<file path="src/rtl/mmio_hub.sv">
`default_nettype none
// ============================================================================
// mmio_hub : 16-word MMIO window (LED, switches, SPART gate, status).
// Optional SW_EDGE register enabled by macro MMIO_SW_EDGE_EN.  Rev 1.0
// ============================================================================
module mmio_hub #(
  parameter logic [15:0] BASE        = 16'hC000,
  parameter int          LED_W       = 10,
  parameter int          SW_W        = 10,
  parameter int          SYNC_STAGES = 2
) (
  input  logic              clk,
  input  logic              rst_n,
  input  logic [15:0]       addr,
  input  logic [15:0]       wdata,
  input  logic              we,
  input  logic              re,
  output logic [15:0]       rdata,
  output logic              rdata_vld,
  output logic              hit,
  output logic [LED_W-1:0]  LEDR,
  input  logic [SW_W-1:0]   SW,
  output logic              io_cs_n,
  output logic              io_rw_n,
  output logic [1:0]        io_addr,
  output logic [15:0]       io_wdata,
  input  logic [15:0]       io_rdata,
  input  logic              tx_q_full,
  input  logic              rx_q_empty
);

  logic [15:0] offset;
  logic [3:0]  off;
  logic        in_win, wr, rd, spart_sel, spart_supp;
  logic [15:0] rd_mux;

  logic [LED_W-1:0]                  led_q, led_d;
  logic [SYNC_STAGES-1:0][SW_W-1:0]  sync_q, sync_d;
  logic [SW_W-1:0]                   sw_lvl;
  logic                              tx_drop_q, tx_drop_d, rx_under_q, rx_under_d;
  logic [15:0]                       rdata_q, rdata_d;
  logic                              rdata_vld_q, rdata_vld_d;

  assign offset = addr - BASE;
  assign off    = offset[3:0];
  assign in_win = (offset[15:4] == 12'd0);
  assign hit    = in_win & (we | re);
  // A simultaneous read is dropped in favour of the write.
  assign wr     = hit & we;
  assign rd     = hit & re & ~we;
  assign sw_lvl = sync_q[SYNC_STAGES-1];

  assign spart_sel  = hit & (off[3:2] == 2'b01);
  assign spart_supp = (off == 4'd4) & ((we & tx_q_full) | (~we & re & rx_q_empty));
  assign io_cs_n    = ~(spart_sel & ~spart_supp);
  assign io_rw_n    = ~we;
  assign io_addr    = addr[1:0];
  assign io_wdata   = wdata;

  assign LEDR      = led_q;
  assign rdata     = rdata_q;
  assign rdata_vld = rdata_vld_q;

`ifdef MMIO_SW_EDGE_EN
  logic [SW_W-1:0] edge_q, edge_d, sw_prev_q, sw_prev_d;

  always_comb begin
    sw_prev_d = sw_lvl;
    edge_d    = edge_q;
    if (wr && off == 4'd2) edge_d = edge_d & ~wdata[SW_W-1:0];
    // Rising edges are OR-ed in last so a new edge beats a same-cycle clear.
    edge_d = edge_d | (sw_lvl & ~sw_prev_q);
  end

  always_ff @(posedge clk or negedge rst_n) begin
    if (!rst_n) begin
      edge_q    <= '0;
      sw_prev_q <= '0;
    end else begin
      edge_q    <= edge_d;
      sw_prev_q <= sw_prev_d;
    end
  end
`endif

  always_comb begin
    rd_mux = 16'd0;
    case (off)
      4'd0: rd_mux = 16'(led_q);
      4'd1: rd_mux = 16'(sw_lvl);
`ifdef MMIO_SW_EDGE_EN
      4'd2: rd_mux = 16'(edge_q);
`endif
      4'd4, 4'd5, 4'd6, 4'd7:
        rd_mux = (off == 4'd4 && rx_q_empty) ? 16'd0 : io_rdata;
      4'd8: rd_mux = {12'd0, rx_under_q, tx_drop_q, rx_q_empty, tx_q_full};
      default: rd_mux = 16'd0;
    endcase
  end

  always_comb begin
    led_d       = led_q;
    sync_d      = {sync_q[SYNC_STAGES-2:0], SW};
    tx_drop_d   = tx_drop_q;
    rx_under_d  = rx_under_q;
    rdata_d     = rdata_q;
    rdata_vld_d = rd;

    if (wr && off == 4'd0) led_d = wdata[LED_W-1:0];
    if (wr && off == 4'd8) begin
      if (wdata[2]) tx_drop_d  = 1'b0;
      if (wdata[3]) rx_under_d = 1'b0;
    end
    if (wr && off == 4'd4 && tx_q_full)  tx_drop_d  = 1'b1;
    if (rd && off == 4'd4 && rx_q_empty) rx_under_d = 1'b1;
    if (rd) rdata_d = rd_mux;
  end

  always_ff @(posedge clk or negedge rst_n) begin
    if (!rst_n) begin
      led_q       <= '0;
      sync_q      <= '0;
      tx_drop_q   <= 1'b0;
      rx_under_q  <= 1'b0;
      rdata_q     <= 16'd0;
      rdata_vld_q <= 1'b0;
    end else begin
      led_q       <= led_d;
      sync_q      <= sync_d;
      tx_drop_q   <= tx_drop_d;
      rx_under_q  <= rx_under_d;
      rdata_q     <= rdata_d;
      rdata_vld_q <= rdata_vld_d;
    end
  end

endmodule
`default_nettype wire

</file>
<file path="config.mk">
export PLATFORM = sky130hd
export DESIGN_NAME = mmio_hub
export DESIGN_NICKNAME = d
export VERILOG_FILES = /design/src/rtl/mmio_hub.sv
export SDC_FILE = /design/constraint.sdc
export NUM_CORES = 1
export LEC_CHECK = 0
export CAP_MARGIN = 0
export CORE_ASPECT_RATIO = 1.2
export CORE_MARGIN = 1.5
export CORE_UTILIZATION = 39
export DETAILED_ROUTE_END_ITERATION = 7
export GPL_TIMING_DRIVEN = 0
export HOLD_SLACK_MARGIN = 0.03
export MAX_ROUTING_LAYER = met4
export PLACE_DENSITY_LB_ADDON = 0.12
export SKIP_LAST_GASP = 1
export SLEW_MARGIN = 20
export SYNTH_ARGS = -nofsm -noshare
export SYNTH_HDL_FRONTEND = slang
export SYNTH_SLANG_ARGS = --single-unit
</file>
<file path="constraint.sdc">
create_clock -name clk -period 2.2 [get_ports clk]
set_clock_uncertainty 0.2 [all_clocks]
set_input_delay 0.44 -clock clk [delete_from_list [all_inputs] [get_ports clk]]
set_output_delay 0.44 -clock clk [all_outputs]
set_load 0.03 [all_outputs]
</file>
==> impl_metrics.py <==
metrics = {
    "run_status": {
        "status": "finished with violations",
        "failed_checks": "setup timing",
    },
    "setup_path": {
        "worstSetupPathType": "in -> out",
        "regToRegStartpoint": "LEDR[1]",
        "timing.critical_path.from_type": "input port",
        "rrSetupSlack_ps": 860,
        "setup.worst_path.end_class": "output port",
        "ff2ff_path_depth": 3,
        "critPathRequiredTime_ps": 1560,
        "timing.critical_path.fanout_max": 2,
        "worst_ep_arrival_time_ps": 1620,
        "critical_path.reg2reg.endpoint": "rdata[1]",
    },
    "power": {
        "intPower_mw": 1.29,
        "total_power_mw": 1.70,
        "share_clk_of_total_power": 0.302,
        "pwr-share-comb": 0.156,
        "swShare": 0.243,
        "worst_ir_drop_vdd_mv": 0.497,
        "power_density_nw_per_um2": 516,
        "pwr-share-seq": 0.542,
        "leakagePower_nw": 1.47,
        "power.net_switching_mw": 0.413,
    },
    "final_layout": {
        "final_core_utilization": 0.654,
        "num_antenna_cells": 0,
        "fillCellCount": 449,
        "postLayoutCellArea_um2": 3300,
        "layout.nets": 352,
        "share_of_post_route_cells_with_drive_strength_above_1": 0.242,
        "final_cells": 349,
        "area_growth_pct": 58.8,
    },
    "synth": {
        "syn-num-nets": 234,
        "ys.warnings.count": 0,
        "postSynth.asyncResetShare": 1.00,
        "postSynthAreaPerCell_um2": 12.2,
        "netlist_area_pre_place_um2": 2080,
        "synth_enable_flop_cells": 0,
        "netlist-cell-type-count": 29,
        "syn-instance-count": 170,
        "synth-seq-cells": 49,
        "seq_area_frac_synth": 0.590,
        "synth_flop_cell": "sky130_fd_sc_hd__dfrtp_1",
    },
    "routing": {
        "drt_first_pass_iters": 5,
        "drcViolationCount": 0,
        "met1_routed_length_um": 2150,
        "wl_met3_um": 383,
        "ant_nets": 0,
        "drt_first_iter_violations": 76,
        "wire_per_inst_um": 14.8,
        "via_per_inst": 5.06,
        "wl_met2_um": 2610,
        "via_count": 1766,
        "topRoutingLayerUsed": "met4",
        "drt_wl_total_um": 5170,
    },
    "place": {
        "detailedPlacementHpwl_um": 3860,
        "placedInstanceArea_um2": 3200,
        "finalWeightedCongestion": 0.737,
        "io_buffers": 103,
        "post-place-cells": 334,
        "place_ws_ps": -1070,
    },
    "min_path": {
        "timing.hold.worst.class": "in -> reg",
        "worst_hold_path.num_cells": 2,
        "hold_path_startpoint": "addr[4]",
        "hold_path_end": "rdata_vld",
    },
    "timing": {
        "max_slew.worst_pin.slew_ps": 985,
        "timing.final.hold_violations": 0,
        "fin_tns_setup_ps": -58.2,
        "slew_headroom": 0.342,
        "finalSetupViolations": 1,
        "drv_slew": 0,
        "fin_crit_ps": 2260,
        "achievable-frequency_ghz": 0.443,
        "hold_slack_ps": 96.6,
        "grt_setup_unrepaired": "yes",
        "finalWorstSetupSlack_ps": -58.2,
        "fin_crit_sh": 1.03,
    },
    "clock_tree": {
        "cts_max_level": 2,
        "cts_clock_pin_slew_for_the_worst_setup_and_hold_paths_ps": 90,
        "clock_insertion_delay_worst_skew_ps": 290,
        "clock_sinks": 49,
        "cts_root_buf": "sky130_fd_sc_hd__clkbuf_8",
        "tritoncts": "yes",
        "max-clock-path-buffers": 2,
        "number_of_clock_buffers_inserted_by_tritoncts": 5,
    },
    "floorplanning": {
        "start_util": 0.412,
        "core_area_um2": 5040,
        "num_io_pins": 112,
        "die_width_um": 69.6,
        "row_count": 28,
        "dieArea_um2": 5780,
        "fp.dieH_um": 83.0,
    },
    "global_routing": {
        "grt_util_all_layers": 0.196,
        "grt_first_pass_wirelength_um": 8750,
        "global_route.overflow_total": 0,
        "first_global_vias": 1799,
        "maximum_number_of_pins_on_one_net_before_global_route_repair": 29,
        "antenna_found_initial": 0,
    },
    "job": {
        "maxCapViolations": 0,
    },
}
-- cell usage in the layout (no fill, tap or decap), types with 2 or more instances in the layout --
| cell type | Yosys | routed |
|---|---|---|
| sky130_fd_sc_hd__clkbuf_1 | 3 | 4 |
| sky130_fd_sc_hd__clkbuf_8 | 0 | 5 |
| sky130_fd_sc_hd__nand2_1 | 25 | 25 |
| sky130_fd_sc_hd__dlygate4sd2_1 | 0 | 12 |
| sky130_fd_sc_hd__buf_2 | 1 | 6 |
| sky130_fd_sc_hd__o21ai_1 | 6 | 6 |
| sky130_fd_sc_hd__mux2_1 | 4 | 4 |
| sky130_fd_sc_hd__buf_4 | 19 | 25 |
| sky130_fd_sc_hd__buf_6 | 0 | 4 |
| sky130_fd_sc_hd__nand4_1 | 3 | 3 |
| sky130_fd_sc_hd__nor4_4 | 2 | 3 |
| sky130_fd_sc_hd__clkdlybuf4s15_1 | 0 | 3 |
| sky130_fd_sc_hd__a222oi_1 | 10 | 10 |
| sky130_fd_sc_hd__dfrtp_1 | 49 | 49 |
| sky130_fd_sc_hd__nand2b_1 | 2 | 2 |
| sky130_fd_sc_hd__nand3_1 | 4 | 3 |
| sky130_fd_sc_hd__nor2_1 | 4 | 4 |
| sky130_fd_sc_hd__clkbuf_2 | 0 | 6 |
| sky130_fd_sc_hd__mux2_2 | 10 | 10 |
| sky130_fd_sc_hd__o21ai_0 | 13 | 13 |
| sky130_fd_sc_hd__clkdlybuf4s50_1 | 0 | 72 |
| sky130_fd_sc_hd__o31ai_1 | 2 | 2 |
-- synthesized netlist by cell type (2+ instances only) --
cell	number	area, µm²
sky130_fd_sc_hd__a222oi_1	10	100
sky130_fd_sc_hd__buf_4	19	143
sky130_fd_sc_hd__clkbuf_1	3	11.3
sky130_fd_sc_hd__dfrtp_1	49	1230
sky130_fd_sc_hd__mux2_1	4	45.0
sky130_fd_sc_hd__mux2_2	10	113
sky130_fd_sc_hd__nand2_1	25	93.8
sky130_fd_sc_hd__nand2b_1	2	12.5
sky130_fd_sc_hd__nand3_1	4	20.0
sky130_fd_sc_hd__nand4_1	3	18.8
sky130_fd_sc_hd__nor2_1	4	15.0
sky130_fd_sc_hd__nor4_4	2	42.5
sky130_fd_sc_hd__o21ai_0	13	65.1
sky130_fd_sc_hd__o21ai_1	6	30.0
sky130_fd_sc_hd__o31ai_1	2	15.0
-- cell families (layout without fill, tap and decap cells) --
family / count (synthesis) / count (layout) / synth area share
AO/OA/AOI/OAI: 33 / 33 / 0.108
flip-flops: 49 / 49 / 0.590
AND/OR/NAND/NOR: 50 / 50 / 0.148
multiplexers: 14 / 14 / 0.0759
buffers and inverters: 24 / 143 / 0.0783
-- worst max-delay path by stage --
stage | startpoint | end | slack, ps
5_1_grt | addr[11] | io_cs_n | -90
3_3_place_gp | addr[5] | io_cs_n | -1070
3_5_place_dp | addr[5] | io_cs_n | -1070
6_report | addr[11] | io_cs_n | -60
2_1_floorplan | addr[5] | io_cs_n | 30
4_1_cts | addr[13] | io_cs_n | -170
-- what timing repair did --
item,CTS,global route
pin swaps,5,5
hold buffers,1,0
resized for setup,57,23
buffers inserted,4,2
endpoints found under the hold margin,21,0
endpoints found under the setup margin,34,16
-- worst max-delay path, cell delays in order --
cell and delay [ps]:
sky130_fd_sc_hd__buf_6 90, sky130_fd_sc_hd__nor4_4 300, sky130_fd_sc_hd__nand3_2 130, sky130_fd_sc_hd__or4b_4 490, sky130_fd_sc_hd__buf_6 150
-- per-layer routing --
metal / vias to the layer above / GRT usage
met5: - / -
met4: 0 / 0.0507
met3: 4 / 0.0595
met2: 74 / 0.319
met1: 853 / 0.239
li1: 835 / -
-- state kept, by name (all words and copies together) (netlist names) --
signal and count:
rdata 16, rdata_vld 1, sync_d 10, tx_drop_q 1, LEDR 10, sw_lvl 10, rx_under_q 1
-- power by group through the flow --
stage / Clock (mW) / Combinational [mW] / Sequential [mW]
2_1_floorplan: 0 / 0.104 / 0.940
3_3_place_gp: 0 / 0.273 / 0.941
3_5_place_dp: 0 / 0.280 / 0.942
4_1_cts: 0.531 / 0.268 / 0.923
5_1_grt: 0.588 / 0.287 / 0.925
6_report: 0.514 / 0.266 / 0.923
-- area by class of cell --
type / instances / area (µm²) / area share
Multi-Input combinational cell: 97 / 707 / 0.214
Clock inverter: 2 / 13.8 / 0.00417
Tap cell: 60 / 75.1 / 0.0227
Clock buffer: 6 / 72.6 / 0.0220
Sequential cell: 49 / 1230 / 0.371
Buffer: 23 / 159 / 0.0481
Inverter: 1 / 3.75 / 0.00114
Timing Repair Buffer: 111 / 1040 / 0.316
Power figures use the tool's default switching activity.
